[src/rtl/sipo_pkg.sv]
// Shared constants and helpers for the serial-in/parallel-out framer.
package sipo_pkg;
  localparam logic DIR_MSB_FIRST = 1'b0;
  localparam logic DIR_LSB_FIRST = 1'b1;

  localparam int WIDTH_MIN = 2;
  localparam int WIDTH_MAX = 64;

  function automatic int clog2(input int v);
    int r;
    r = 0;
    while ((1 << r) < v) r++;
    return r;
  endfunction
endpackage

[src/rtl/sipo_bit_counter.sv]
// Modulo-MOD bit counter; wrap flags the last bit of a frame while enabled.
module sipo_bit_counter
  import sipo_pkg::*;
#(
  parameter int MOD   = 8,
  parameter int CNT_W = clog2(MOD)
) (
  input  logic             clk,
  input  logic             reset,
  input  logic             en,
  input  logic             clr,
  output logic [CNT_W-1:0] count,
  output logic             wrap
);
  localparam logic [CNT_W-1:0] LAST = CNT_W'(MOD - 1);

  assign wrap = en && (count == LAST);

  always_ff @(posedge clk or posedge reset) begin
    if (reset)     count <= '0;
    else if (clr)  count <= '0;
    else if (en)   count <= wrap ? '0 : count + CNT_W'(1);
  end
endmodule

[src/rtl/shift_sipo_framer.sv]
// Serial-in/parallel-out framer: assembles WIDTH-bit words LSB- or MSB-first
// and publishes each completed word with a one-cycle valid strobe.
module shift_sipo_framer
  import sipo_pkg::*;
#(
  parameter int WIDTH = 8
) (
  input  logic                     clk,
  input  logic                     reset,
  input  logic                     serial_data_in,
  input  logic                     shift_en,
  input  logic                     lsb_first,
  input  logic                     clear,
  output logic [WIDTH-1:0]         shift_reg_out,
  output logic [WIDTH-1:0]         parallel_data_out,
  output logic                     data_valid,
  output logic [clog2(WIDTH)-1:0]  bit_count,
  output logic                     busy
);
  localparam int CNT_W = clog2(WIDTH);

  generate
    if (WIDTH < WIDTH_MIN || WIDTH > WIDTH_MAX) begin : g_bad_width
      $error("shift_sipo_framer: WIDTH out of range");
    end
  endgenerate

  logic             mode;
  logic             eff_mode;
  logic             wrap;
  logic [WIDTH-1:0] shifted;

  sipo_bit_counter #(.MOD(WIDTH), .CNT_W(CNT_W)) u_cnt (
    .clk   (clk),
    .reset (reset),
    .en    (shift_en),
    .clr   (clear),
    .count (bit_count),
    .wrap  (wrap)
  );

  // At frame start the incoming mode applies to bit 0 already.
  assign eff_mode = (bit_count == '0) ? lsb_first : mode;
  assign shifted  = (eff_mode == DIR_LSB_FIRST)
                  ? {serial_data_in, shift_reg_out[WIDTH-1:1]}
                  : {shift_reg_out[WIDTH-2:0], serial_data_in};
  assign busy     = (bit_count != '0);

  always_ff @(posedge clk or posedge reset) begin
    if (reset) begin
      shift_reg_out     <= '0;
      parallel_data_out <= '0;
      data_valid        <= 1'b0;
      mode              <= DIR_MSB_FIRST;
    end else if (clear) begin
      shift_reg_out <= '0;
      data_valid    <= 1'b0;
    end else if (shift_en) begin
      shift_reg_out <= shifted;
      if (bit_count == '0) mode <= lsb_first;
      if (wrap) parallel_data_out <= shifted;
      data_valid <= wrap;
    end else begin
      data_valid <= 1'b0;
    end
  end
endmodule

[config.mk]
export PLATFORM = sky130hd
export DESIGN_NAME = shift_sipo_framer
export DESIGN_NICKNAME = d
export VERILOG_FILES = /design/src/rtl/sipo_pkg.sv /design/src/rtl/sipo_bit_counter.sv /design/src/rtl/shift_sipo_framer.sv
export SDC_FILE = /design/constraint.sdc
export NUM_CORES = 1
export LEC_CHECK = 0
export ABC_AREA = 0
export CORE_MARGIN = 4
export CORE_UTILIZATION = 49
export CTS_BUF_LIST = sky130_fd_sc_hd__clkbuf_8
export CTS_CLUSTER_DIAMETER = 80
export DETAILED_ROUTE_END_ITERATION = 8
export PLACE_DENSITY = 0.79
export REMOVE_ABC_BUFFERS = 1
export SYNTH_ARGS = -nofsm -noshare
export SYNTH_HDL_FRONTEND = slang
export SYNTH_HIERARCHICAL = 1
export SYNTH_SLANG_ARGS = --single-unit
export TNS_END_PERCENT = 30
[constraint.sdc]
create_clock -name clk -period 2.9 [get_ports clk]
set_input_delay 0.58 -clock clk [delete_from_list [all_inputs] [get_ports clk]]
set_output_delay 0.58 -clock clk [all_outputs]
set_load 0.01 [all_outputs]
# [Word level (Yosys, flattened, before mapping)]
# Cells that the tools add are included.
# Widths: inputs -> output; s select.
[word_totals] regBits=21 latchBits=0 rom_bits=0 output_inout_bits=21 mem_count=0 inputBits=6 ram_bits=0
[op_classes] add_sub_neg=1 n_lt_le_gt_ge=0 n_mux=9 eq_ne=1 n_mul=0 div_mod_pow=0 n_bitwise=1 n_reduce_logical=6 n_shift=0
[ops] op="$mux 8" n=3
[ops] op="$mux 3" n=3
[ops] op="$add 3x1->3 const B" n=1
[ops] op="$eq 3x3->1 const B" n=1
[ops] op="$logic_not 3->1" n=1
[ops] op="$mux 1" n=3
[ops] op="$reduce_and 3->1" n=1
[ops] op="$reduce_bool 3->1" n=1
[ops] op="$reduce_and 2->1" n=1
[ops] op="$reduce_bool 2->1" n=1
[ops] op="$logic_and 1x1->1" n=1
[ops] op="$not 1->1" n=1

# [Longest topological paths before layout]
# Gate-level depths: netlist (run 1).
[depth] depth_word=5 depth_mapped=7

# [Modules after synthesis]
# Netlist (run 1), hierarchy kept.
[modules_own_cells] module="shift_sipo_framer" seq_area_each_um2=450.4 cells_per_inst=87 area_per_inst_um2=965.9 instances=1
[modules_own_cells] module="sipo_bit_counter" seq_area_each_um2=75.1 cells_per_inst=15 area_per_inst_um2=165.2 instances=1

# [Worst setup path before layout (run 1)]
# OpenSTA, ideal clock, no wires.
[synth_timing] kind="flip-flop to flip-flop" startpoint="reg u_cnt.count[0]" endpoint="reg parallel_data_out[3]" setup_slack_ps=1322 path_stages_with_launch=7 period_less_slack_ps=1578 setup_time_ps=126 arrival_time_ps=1452 n_path_buf=1 cell_sequence="dfrtp_1 -> ha_1 -> ha_1 -> and2_1 -> nand3b_1 -> buf_2 -> o21ai_0"
[synth_between] elab_chain_len=3 elab_cells_between_ends=6
[synth_rtl] element="start, declared" line="sipo_bit_counter.sv:12" source="output logic [CNT_W-1:0] count,"
[synth_rtl] element="start signal, assigned" line="sipo_bit_counter.sv:22" source="else if (en) count <= wrap ? '0 : count + CNT_W'(1);"
[synth_rtl] element="$eq 3x3->1" line="sipo_bit_counter.sv:17" source="assign wrap = en && (count == LAST);"
[synth_rtl] element="$logic_and 1x1->1" line="sipo_bit_counter.sv:17"
[synth_rtl] element="net wrap" line="shift_sipo_framer.sv:30" source="logic wrap;"
[synth_rtl] element="$reduce_and 3->1 (no line)"
[synth_rtl] element="end signal, assigned" line="shift_sipo_framer.sv:61" source="if (wrap) parallel_data_out <= shifted;"
[synth_rtl] element="end, declared" line="shift_sipo_framer.sv:15" source="output logic [WIDTH-1:0] parallel_data_out,"
# The timed path passes the listed nets, and every way through them passes these cells.
# A chain may end at the register's enable or synchronous reset.

# [Worst setup path in the final report (run 1)]
[layout_timing] startpoint="reg u_cnt.count[1]" endpoint="out busy"
[layout_between] elab_chain_len=1
[layout_rtl] element="$reduce_bool 3->1" line="shift_sipo_framer.sv:47" source="assign busy = (bit_count != '0);"
[layout_rtl] element="end, declared" line="shift_sipo_framer.sv:18" source="output logic busy"
# Every way passes these cells.

==> impl_results.rst, run 1 <==
.. list-table::
   :header-rows: 1

   * - Metric
     - Value
   * - Post-synthesis instance area
     - 0.00113 mm^2
   * - Compound-Gate Fraction of Synth Area
     - 9.62%
   * - Die outline height
     - 56.0 um
   * - Fraction of power spent switching nets
     - 26.9%
   * - Peak clock frequency supported by timing
     - 419 MHz
   * - TritonCTS sink count
     - 21
   * - Share of synthesized registers carrying an async set or reset
     - 100%
   * - Minimum period implied by the final worst setup slack
     - 2390 ps
   * - Resize count post-CTS
     - 0
   * - Router iterations before antenna repair
     - 4
   * - Maximum fanout count along the critical path
     - 9
   * - Post-CTS Repair Setup Buffers
     - 0
   * - CTS Hold Bufs
     - 0
   * - Sequential element share of the synthesized area
     - 46.5%
   * - Ratio of final minimum period to clock period
     - 82.3%
   * - Internal power consumption
     - 451 uW
   * - Required time reported for the critical path endpoint
     - 2320 ps
   * - Proportion of layout cells with a drive suffix above 1
     - 13.3%
   * - Post-detailed-route DRC marker count
     - 0
   * - Setup Crit Path Kind
     - reg2out
   * - Buffers added on ports
     - 26
   * - Multiplexer fraction of the synthesized cell area
     - 24.0%
   * - CTS Root Cell
     - sky130_fd_sc_hd__clkbuf_8
   * - Cell Rows
     - 17
   * - Num CTS Buffers
     - 3
   * - Top cells by instance count after synthesis
     - sky130_fd_sc_hd__dfrtp_1 (21), sky130_fd_sc_hd__mux2i_1 (17), sky130_fd_sc_hd__nand2b_1 (10), sky130_fd_sc_hd__mux2_2 (9)
   * - Parity-gate share of the synthesized area counting xor and xnor cells
     - 0%
   * - Most repeated cell in the gate-level netlist after synthesis
     - sky130_fd_sc_hd__dfrtp_1
   * - Share of Yosys cell area claimed by the top area cell type
     - 46.5%
   * - Pin count of the biggest net entering global routing
     - 19
   * - Cell taking the most area after synthesis
     - sky130_fd_sc_hd__dfrtp_1
   * - Post-Synth Adder-Cell Area
     - 2.21%
   * - Vias after detailed routing
     - 870
   * - Final Hold Fails
     - 0
   * - Arrival time of data at the critical path endpoint
     - 1810 ps
   * - Post-route clock skew
     - 5.86 ps
   * - Actual transition at the worst max-transition pin
     - 673 ps
   * - Global-route wire length before repair
     - 4060 um
   * - Primary flip-flop cell chosen by synthesis mapping
     - sky130_fd_sc_hd__dfrtp_1
   * - Synthesized instance count
     - 102
   * - Hold slack
     - 490 ps
   * - ANT nets after route
     - 0
   * - Clock latency on the worst-skew pair
     - 270 ps
   * - Total of flip-flops plus latches after synthesis
     - 21
   * - Total routing resource utilization after global routing
     - 16.8%
   * - Number of flops mapped to enable cells by yosys
     - 0
   * - Maximum vdd drop
     - 0.358 mV
   * - Psw
     - 165 uW
   * - Leakage dissipation
     - 0.632 nW
   * - Worst hold-check path type
     - reg2reg
   * - Area Overhead vs Synth
     - 28.2%
   * - Type of destination of the critical path
     - output pin
   * - Final wirelength
     - 2410 um
   * - Launch instance of the worst register-to-register path
     - u_cnt/count[0]
   * - Final layout net count
     - 137
   * - Fin Setup TNS
     - 0 ps
   * - Buffer depth of the longest clock path
     - 2
   * - Initial core utilization
     - 51.1%
   * - Number of diodes added for antenna fixing
     - 0
   * - Biggest area contributors in the synthesized netlist
     - sky130_fd_sc_hd__dfrtp_1 (46%), sky130_fd_sc_hd__mux2i_1 (15%), sky130_fd_sc_hd__mux2_2 (9.0%)
   * - CTS clock-pin slew for the worst setup and hold paths
     - 80 ps
   * - Avg Inst Size Synth
     - 11.1 um^2
   * - Power density over cell area
     - 425 mW/mm^2
   * - Drt wl/cell
     - 15.4 um
   * - Vias in the first global route
     - 828
   * - Warning count from the yosys run
     - 6
   * - Max_cap viols
     - 0
   * - Logic pwr share
     - 15.4%
   * - Overall overflow remaining after global route
     - 0
   * - Number of pins exceeding their max-slew limit in the final report
     - 0
   * - Dominant combinational cell family by area after synthesis
     - multiplexers
   * - Detailed Place HPWL
     - 1770 um
   * - Number of different library cells in the post-synthesis netlist
     - 20
   * - Cell-by-cell trace of the critical path
     - nor3_4 -> inv_1 -> clkdlybuf4s50_1
   * - Clock tree from TritonCTS
     - done
   * - Antenna violations before repair
     - 0
   * - Relative slew slack
     - 55.1%
   * - Max stage delay on crit path
     - 500 ps
   * - Number of endpoints failing setup at the final stage
     - 0
   * - Unrepaired setup endpoints after global routing
     - false
   * - Sequential share of power
     - 52.3%
   * - Clock network fraction of total power
     - 32.3%
   * - Kind of launch point of the worst setup path
     - flop
   * - Via count normalized by instance count
     - 5.58
   * - Number of top-level pins
     - 27
   * - Core ar.
     - 0.00221 mm^2
   * - Start point of the worst hold path
     - parallel_data_out[5]
   * - Start point of the critical path
     - u_cnt/count[1]
   * - Routability congestion estimate
     - 0.763
   * - Overall die width
     - 56.0 um
   * - Slowest cell on crit path
     - sky130_fd_sc_hd__nor3_4
   * - Number of H-tree branching levels
     - 1
   * - Violation count after the first detailed-route iteration
     - 11
   * - Die footprint
     - 0.00314 mm^2
   * - Status
     - completed
   * - Synth Area in Simple Gates
     - 13.7%
==> logic make-up after synthesis <==
group | count (synthesis)
compound gates | 18
fa+ha+maj | 2
buf+inv | 9
flops | 21
mux | 26
simple gates | 26
==> power by group through the flow <==
stage | clock network [mW] | logic, mW | registers, mW
final | 0.199 | 0.0951 | 0.322
after detailed placement | 0 | 0.0959 | 0.329
after global placement | 0 | 0.0943 | 0.328
after global routing | 0.211 | 0.104 | 0.325
after floorplan | 0 | 0.0547 | 0.325
after CTS | 0.201 | 0.0961 | 0.323
==> final cells by class <==
| class | instances | area, um^2 |
|---|---|---|
| fill | 194 | 762 |
| multi-input combinational | 72 | 561 |
| sequential | 21 | 526 |
| timing repair buffer | 27 | 268 |
| clock buffer | 3 | 41.3 |
| tap | 28 | 35.0 |
| inverter | 4 | 15.0 |
| clock inverter | 1 | 5.00 |
==> cells in the final DEF, fill, tap and decap left out <==
| master | instances |
|---|---|
| sky130_fd_sc_hd__clkdlybuf4s50_1 | 26 |
| sky130_fd_sc_hd__dfrtp_1 | 21 |
| sky130_fd_sc_hd__mux2i_1 | 17 |
| sky130_fd_sc_hd__nand2b_1 | 10 |
| sky130_fd_sc_hd__mux2_2 | 9 |
| sky130_fd_sc_hd__o22ai_1 | 8 |
| sky130_fd_sc_hd__nand2_1 | 8 |
| sky130_fd_sc_hd__o21ai_0 | 7 |
| sky130_fd_sc_hd__inv_1 | 4 |
| sky130_fd_sc_hd__clkbuf_8 | 3 |
| sky130_fd_sc_hd__nor2_1 | 3 |
| sky130_fd_sc_hd__ha_1 | 2 |
| sky130_fd_sc_hd__nor3_4 | 1 |
| sky130_fd_sc_hd__nor4_2 | 1 |
| sky130_fd_sc_hd__nand3b_1 | 1 |
| sky130_fd_sc_hd__o21ai_1 | 1 |
| sky130_fd_sc_hd__clkinv_2 | 1 |
| sky130_fd_sc_hd__buf_4 | 1 |
| sky130_fd_sc_hd__or3b_1 | 1 |
| sky130_fd_sc_hd__a21oi_2 | 1 |
| sky130_fd_sc_hd__and2_1 | 1 |
| sky130_fd_sc_hd__a32o_1 | 1 |
==> sequential cells by signal, indices dropped and copies added (netlist names) <==
name and cells:
mode 1, u_cnt/count 3, data_valid 1, parallel_data_out 8, shift_reg_out 8
==> stage by stage <==
stage          area, um^2  power [mW]  utilization (%)  setup slack (ps)  cells
3_5_place_dp         1400       0.425             63.5               531    152
5_1_grt              1450       0.640             65.6               419    156
2_1_floorplan        1100       0.380                -              1300     97
3_3_place_gp         1400       0.422             63.5               572    152
4_1_cts              1450       0.620             65.6               507    156
6_report             1450       0.616             65.6               514    156
==> metal layers <==
layer / track usage (%) / up-vias / share of wire [%]
met5: 0 / - / 0
met4: 8.14 / 0 / 2.0
met3: 4.64 / 5 / 6.6
met2: 26.7 / 26 / 48
met1: 20.8 / 423 / 43
li1: - / 416 / -
==> critical path, delay by kind of cell, from the launching register on <==
family	cells	cell delay [ps]
flops	1	460
buf+inv	2	580
simple gates	1	500
==> final timing paths <==
kind / slack [ps] / end / depth (start not counted)
min reg2reg: 490 / parallel_data_out[5] / 2
min: 490 / parallel_data_out[5] / 2
max in group asynchronous: 1730 / parallel_data_out[6] / 2
max: 510 / busy / 3
min in group asynchronous: 500 / u_cnt/count[0] / 2
max reg2reg: 1070 / parallel_data_out[2] / 6
Note: power is estimated with default switching activity, not from simulation.
==> inputs of run 2 (changes only) <==
- clock period: 2.9 -> 2.4 ns (I/O delays scaled with it)
==> impl_results.rst, run 2 (synthesis results as in run 1) <==
.. list-table::
   :header-rows: 1

   * - Metric
     - Value
   * - Status
     - completed
   * - Number of diodes added for antenna fixing
     - 0
   * - Vias in the first global route
     - 953
   * - Buffers added on ports
     - 26
   * - Type of destination of the critical path
     - output pin
   * - Total power draw
     - 739 uW
   * - Via count normalized by instance count
     - 5.34
   * - Post-route clock skew
     - 3.74 ps
   * - Num CTS Buffers
     - 3
   * - Post-detailed-route DRC marker count
     - 0
   * - Fraction of power spent switching nets
     - 25.8%
   * - Minimum period implied by the final worst setup slack
     - 1940 ps
   * - Worst hold-check path type
     - in2async
   * - Initial core utilization
     - 51.1%
   * - Leakage dissipation
     - 0.650 nW
   * - Violation count after the first detailed-route iteration
     - 19
   * - Kind of launch point of the worst setup path
     - flop
   * - Number of H-tree branching levels
     - 1
   * - Final layout net count
     - 141
   * - Number of pins exceeding their max-slew limit in the final report
     - 0
   * - Relative slew slack
     - 53.4%
   * - Max_cap viols
     - 0
   * - Overall die width
     - 56.0 um
   * - CTS Root Cell
     - sky130_fd_sc_hd__clkbuf_8
   * - Logic pwr share
     - 16.3%
   * - Global-route wire length before repair
     - 4370 um
   * - Area Overhead vs Synth
     - 30.9%
   * - Power density over cell area
     - 499 mW/mm^2
   * - Highest-count cells in the layout ignoring fill and taps
     - sky130_fd_sc_hd__clkdlybuf4s50_1 (26), sky130_fd_sc_hd__dfrtp_1 (21), sky130_fd_sc_hd__mux2i_1 (17), sky130_fd_sc_hd__nand2b_1 (10), sky130_fd_sc_hd__mux2_2 (9)
   * - Clock latency on the worst-skew pair
     - 260 ps
   * - Psw
     - 190 uW
   * - Setup Crit Path Kind
     - reg2out
   * - TritonCTS sink count
     - 21
   * - Pin count of the biggest net entering global routing
     - 19
   * - Antenna violations before repair
     - 0
   * - CTS Hold Bufs
     - 0
   * - Buffer depth of the longest clock path
     - 2
   * - Number of top-level pins
     - 27
   * - Register-to-register setup slack
     - 640 ps
   * - Number of endpoints failing setup at the final stage
     - 0
   * - Maximum fanout count along the critical path
     - 6
   * - Proportion of layout cells with a drive suffix above 1
     - 15.9%
   * - Largest registers
     - parallel_data_out (8), shift_reg_out (8), u_cnt/count (3)
   * - Detailed Place HPWL
     - 1830 um
   * - Die footprint
     - 0.00314 mm^2
   * - Cell Rows
     - 17
   * - Core ar.
     - 0.00221 mm^2
   * - ANT nets after route
     - 0
   * - Clock tree from TritonCTS
     - done
   * - Internal power consumption
     - 549 uW
   * - Total routing resource utilization after global routing
     - 17.3%
   * - Required time reported for the critical path endpoint
     - 1920 ps
   * - Maximum vdd drop
     - 0.316 mV
   * - Fin Setup TNS
     - 0 ps
   * - Die outline height
     - 56.0 um
   * - Drt wl/cell
     - 15.5 um
   * - CTS clock-pin slew for the worst setup and hold paths
     - 70 ps
   * - Clock network fraction of total power
     - 31.0%
   * - Sequential share of power
     - 52.7%
   * - Resize count post-CTS
     - 0
   * - Final wirelength
     - 2480 um
   * - Peak clock frequency supported by timing
     - 516 MHz
   * - Overall overflow remaining after global route
     - 0
   * - Unrepaired setup endpoints after global routing
     - false
   * - Router iterations before antenna repair
     - 4
   * - Post-CTS Repair Setup Buffers
     - 0
   * - Routability congestion estimate
     - 0.786
   * - Arrival time of data at the critical path endpoint
     - 1460 ps
   * - Most frequent standard cell in the layout excluding fill and tap cells
     - sky130_fd_sc_hd__clkdlybuf4s50_1
   * - Ratio of final minimum period to clock period
     - 80.7%
   * - Vias after detailed routing
     - 854
   * - Hold slack
     - 409 ps
   * - Actual transition at the worst max-transition pin
     - 698 ps
   * - Final Hold Fails
     - 0
-- run 2: per-stage QoR --
stage	util [%]	worst slack, ps	instances	cell area (um^2)
5_1_grt	66.9	372	160	1480
3_3_place_gp	64.8	405	156	1430
4_1_cts	66.9	445	160	1480
2_1_floorplan	-	804	97	1100
6_report	66.9	463	160	1480
3_5_place_dp	64.8	353	156	1430
-- run 2: critical path, stage by stage, from the launching register on --
cell and delay (ps):
sky130_fd_sc_hd__dfrtp_1 470, sky130_fd_sc_hd__nor3_4 200, sky130_fd_sc_hd__inv_1 50, sky130_fd_sc_hd__clkdlybuf4s50_1 470
-- run 2: worst paths after layout --
path,end,cells after the start,from
setup / recovery,busy,3,u_cnt/count[0]
hold / removal,u_cnt/count[0],2,reset
setup reg to reg,parallel_data_out[2],7,u_cnt/count[0]
hold reg to reg,parallel_data_out[1],2,parallel_data_out[1]
max in group asynchronous,shift_reg_out[5],2,reset
min in group clk,parallel_data_out[1],2,parallel_data_out[1]
-- run 2: area by class of cell --
type | instances | area, um^2
Fill cell | 186 | 732
Multi-Input combinational cell | 72 | 561
Sequential cell | 21 | 526
Timing Repair Buffer | 31 | 298
Clock buffer | 3 | 41.3
Tap cell | 28 | 35.0
Inverter | 4 | 15.0
Clock inverter | 1 | 5.00
-- run 2: routing by layer --
metal | wire [um] | global-route usage, %
met2 | 1190 | 29.2
met5 | 0 | 0
met3 | 86 | 3.02
met1 | 1190 | 22.3
met4 | 12 | 5.42
-- run 2: power by group through the flow --
stage / Clock (mW) / Sequential [mW] / Combinational (mW)
floorplan: 0 / 0.393 / 0.0661
global placement: 0 / 0.395 / 0.118
detailed placement: 0 / 0.396 / 0.121
CTS: 0.237 / 0.389 / 0.122
global route: 0.253 / 0.391 / 0.131
finish: 0.229 / 0.389 / 0.121
==> inputs of run 3 (changes only) <==
- CORE_UTILIZATION: 49 -> 46
- PLACE_DENSITY: 0.79 -> 0.78
- clock period: 2.4 -> 1.6 ns (I/O delays scaled with it)
==> impl_results.rst, run 3 (synthesis results as in run 1) <==
.. list-table::
   :header-rows: 1

   * - Metric
     - Value
   * - Die outline height
     - 57.6 um
   * - Cell Count Post-Placement
     - 161
   * - Number of H-tree branching levels
     - 1
   * - Relative slew slack
     - 70.0%
   * - Violation count after the first detailed-route iteration
     - 17
   * - Clock network fraction of total power
     - 30.5%
   * - ANT nets after route
     - 0
   * - Unrepaired setup endpoints after global routing
     - true
   * - Vias after detailed routing
     - 955
   * - Core ar.
     - 0.00228 mm^2
   * - Kind of launch point of the worst setup path
     - flop
   * - Cell Rows
     - 17
   * - Global-route wire length before repair
     - 4260 um
   * - Vias in the first global route
     - 988
   * - Highest-count cells in the layout ignoring fill and taps
     - sky130_fd_sc_hd__clkdlybuf4s50_1 (20), sky130_fd_sc_hd__mux2i_1 (17), sky130_fd_sc_hd__dfrtp_1 (15), sky130_fd_sc_hd__nand2b_1 (10), sky130_fd_sc_hd__buf_4 (10)
   * - CTS Root Cell
     - sky130_fd_sc_hd__clkbuf_8
   * - Overall overflow remaining after global route
     - 0
   * - Clock tree from TritonCTS
     - done
   * - Buffer depth of the longest clock path
     - 2
   * - Minimum period implied by the final worst setup slack
     - 1560 ps
   * - Total routing resource utilization after global routing
     - 16.1%
   * - Arrival time of data at the critical path endpoint
     - 1750 ps
   * - Initial core utilization
     - 49.7%
   * - Die footprint
     - 0.00332 mm^2
   * - Router iterations before antenna repair
     - 4
   * - Count of placed standard cells in the final layout, fillers left out
     - 171
   * - Most frequent standard cell in the layout excluding fill and tap cells
     - sky130_fd_sc_hd__clkdlybuf4s50_1
   * - Proportion of layout cells with a drive suffix above 1
     - 32.9%
   * - Routability congestion estimate
     - 0.783
   * - Maximum fanout count along the critical path
     - 3
   * - Ratio of final minimum period to clock period
     - 97.4%
   * - Post-route clock skew
     - 6.41 ps
   * - Detailed Place HPWL
     - 1730 um
   * - Clock latency on the worst-skew pair
     - 260 ps
   * - Number of top-level pins
     - 27
   * - Number of endpoints failing setup at the final stage
     - 0
   * - Via count normalized by instance count
     - 5.58
   * - Max stage delay on crit path
     - 440 ps
   * - Pin count of the biggest net entering global routing
     - 19
   * - CTS clock-pin slew for the worst setup and hold paths
     - 70 ps
   * - Cell-by-cell trace of the critical path
     - buf_6 -> ha_4 -> ha_4 -> buf_4 -> or3b_1 -> a21oi_2
   * - Final setup margin
     - 42.3 ps
   * - Status
     - completed
   * - CTS Hold Bufs
     - 0
   * - Post-detailed-route DRC marker count
     - 0
   * - Actual transition at the worst max-transition pin
     - 450 ps
   * - Most used cell, CP
     - sky130_fd_sc_hd__ha_4
   * - Internal power consumption
     - 840 uW
   * - Final layout net count
     - 152
   * - Sequential share of power
     - 51.0%
   * - Power density over cell area
     - 693 mW/mm^2
   * - Overall die width
     - 57.6 um
   * - Buffers added on ports
     - 26
   * - Logic pwr share
     - 18.5%
   * - Worst hold-check path type
     - in2async
   * - Setup Crit Path Kind
     - reg2reg
   * - Largest registers
     - parallel_data_out (8), shift_reg_out (8), u_cnt/count (3)
   * - Number of pins exceeding their max-slew limit in the final report
     - 0
   * - Final wirelength
     - 2610 um
   * - Final Hold Fails
     - 0
   * - Type of destination of the critical path
     - flop
   * - Peak clock frequency supported by timing
     - 642 MHz
   * - Maximum vdd drop
     - 0.540 mV
   * - Psw
     - 296 uW
   * - Slowest cell on crit path
     - sky130_fd_sc_hd__dfrtp_2
   * - Leakage dissipation
     - 0.751 nW
   * - Hold slack
     - 256 ps
   * - Drt wl/cell
     - 15.3 um
   * - Number of diodes added for antenna fixing
     - 0
   * - Fraction of power spent switching nets
     - 26.0%
   * - Num CTS Buffers
     - 3
   * - Antenna violations before repair
     - 0
   * - Worst slack, placed
     - -28.9 ps
   * - Max_cap viols
     - 0
   * - Required time reported for the critical path endpoint
     - 1790 ps
   * - Area Overhead vs Synth
     - 44.9%
   * - TritonCTS sink count
     - 21
## run 3: changes by cell type in the layout (fill, tap and decap cells not counted), sizes merged
cell,before,now
buf,5,16
dlygate4sd2,0,3
dlymetal6s2s,0,2
clkdlybuf4s50,26,20
clkbuf,3,4
## run 3: through the flow
step	util, %	area, um^2	TNS [ps]	total power [mW]
after floorplan	-	1100	0	0.689
after global placement	65.2	1480	-2.12	0.782
after detailed placement	65.2	1480	-58.7	0.786
after CTS	68.1	1550	0	1.14
after global routing	72.0	1640	-31.7	1.18
final	72.0	1640	0	1.14
## run 3: layout make-up
class,count,area (um^2)
fillers,163,637
inverters,4,15.0
multi-input cells,72,602
clock buffers,3,41.3
repair buffers,42,408
clock inverters,1,5.00
flip-flops and latches,21,533
well taps,28,35.0
## run 3: final timing paths
path	from	to	slack [ps]	cells after the start
worst max-delay path	u_cnt/count[1]	u_cnt/count[0]	40	6
min in group clk	parallel_data_out[7]	parallel_data_out[7]	480	2
worst max register to register	u_cnt/count[1]	u_cnt/count[0]	40	6
max in group asynchronous	reset	shift_reg_out[6]	960	3
worst min-delay path	reset	u_cnt/count[0]	260	2
worst min register to register	parallel_data_out[7]	parallel_data_out[7]	480	2
## run 3: critical path, delay by kind of cell, from the launching register on
family / cells / cell delay, ps
buffers and inverters: 2 / 270
adders and majority gates: 2 / 310
AOI/OAI and AO/OA: 1 / 130
and+or+nand+nor: 1 / 350
DFF: 1 / 440
## run 3: what timing repair did
action | in CTS | in global routing
gates resized for setup | 10 | 27
endpoints found under the setup margin | 8 | 13
setup buffers | 2 | 3
cloned | 0 | 1
pin swaps | 0 | 3
## run 3: power groups by stage
stage	combinational (mW)	clock, mW	sequential, mW
after global placement	0.191	0	0.591
after floorplan	0.0992	0	0.590
final	0.210	0.346	0.580
after global routing	0.225	0.373	0.583
after CTS	0.202	0.356	0.578
after detailed placement	0.194	0	0.592
## run 3: routing by layer
layer | routed length, um | vias to the layer above | global-route usage, %
li1 | - | 446 | -
met2 | 1290 | 36 | 28.5
met3 | 164 | 10 | 3.85
met4 | 80 | 0 | 6.62
met1 | 1070 | 463 | 18.2
met5 | 0 | - | 0
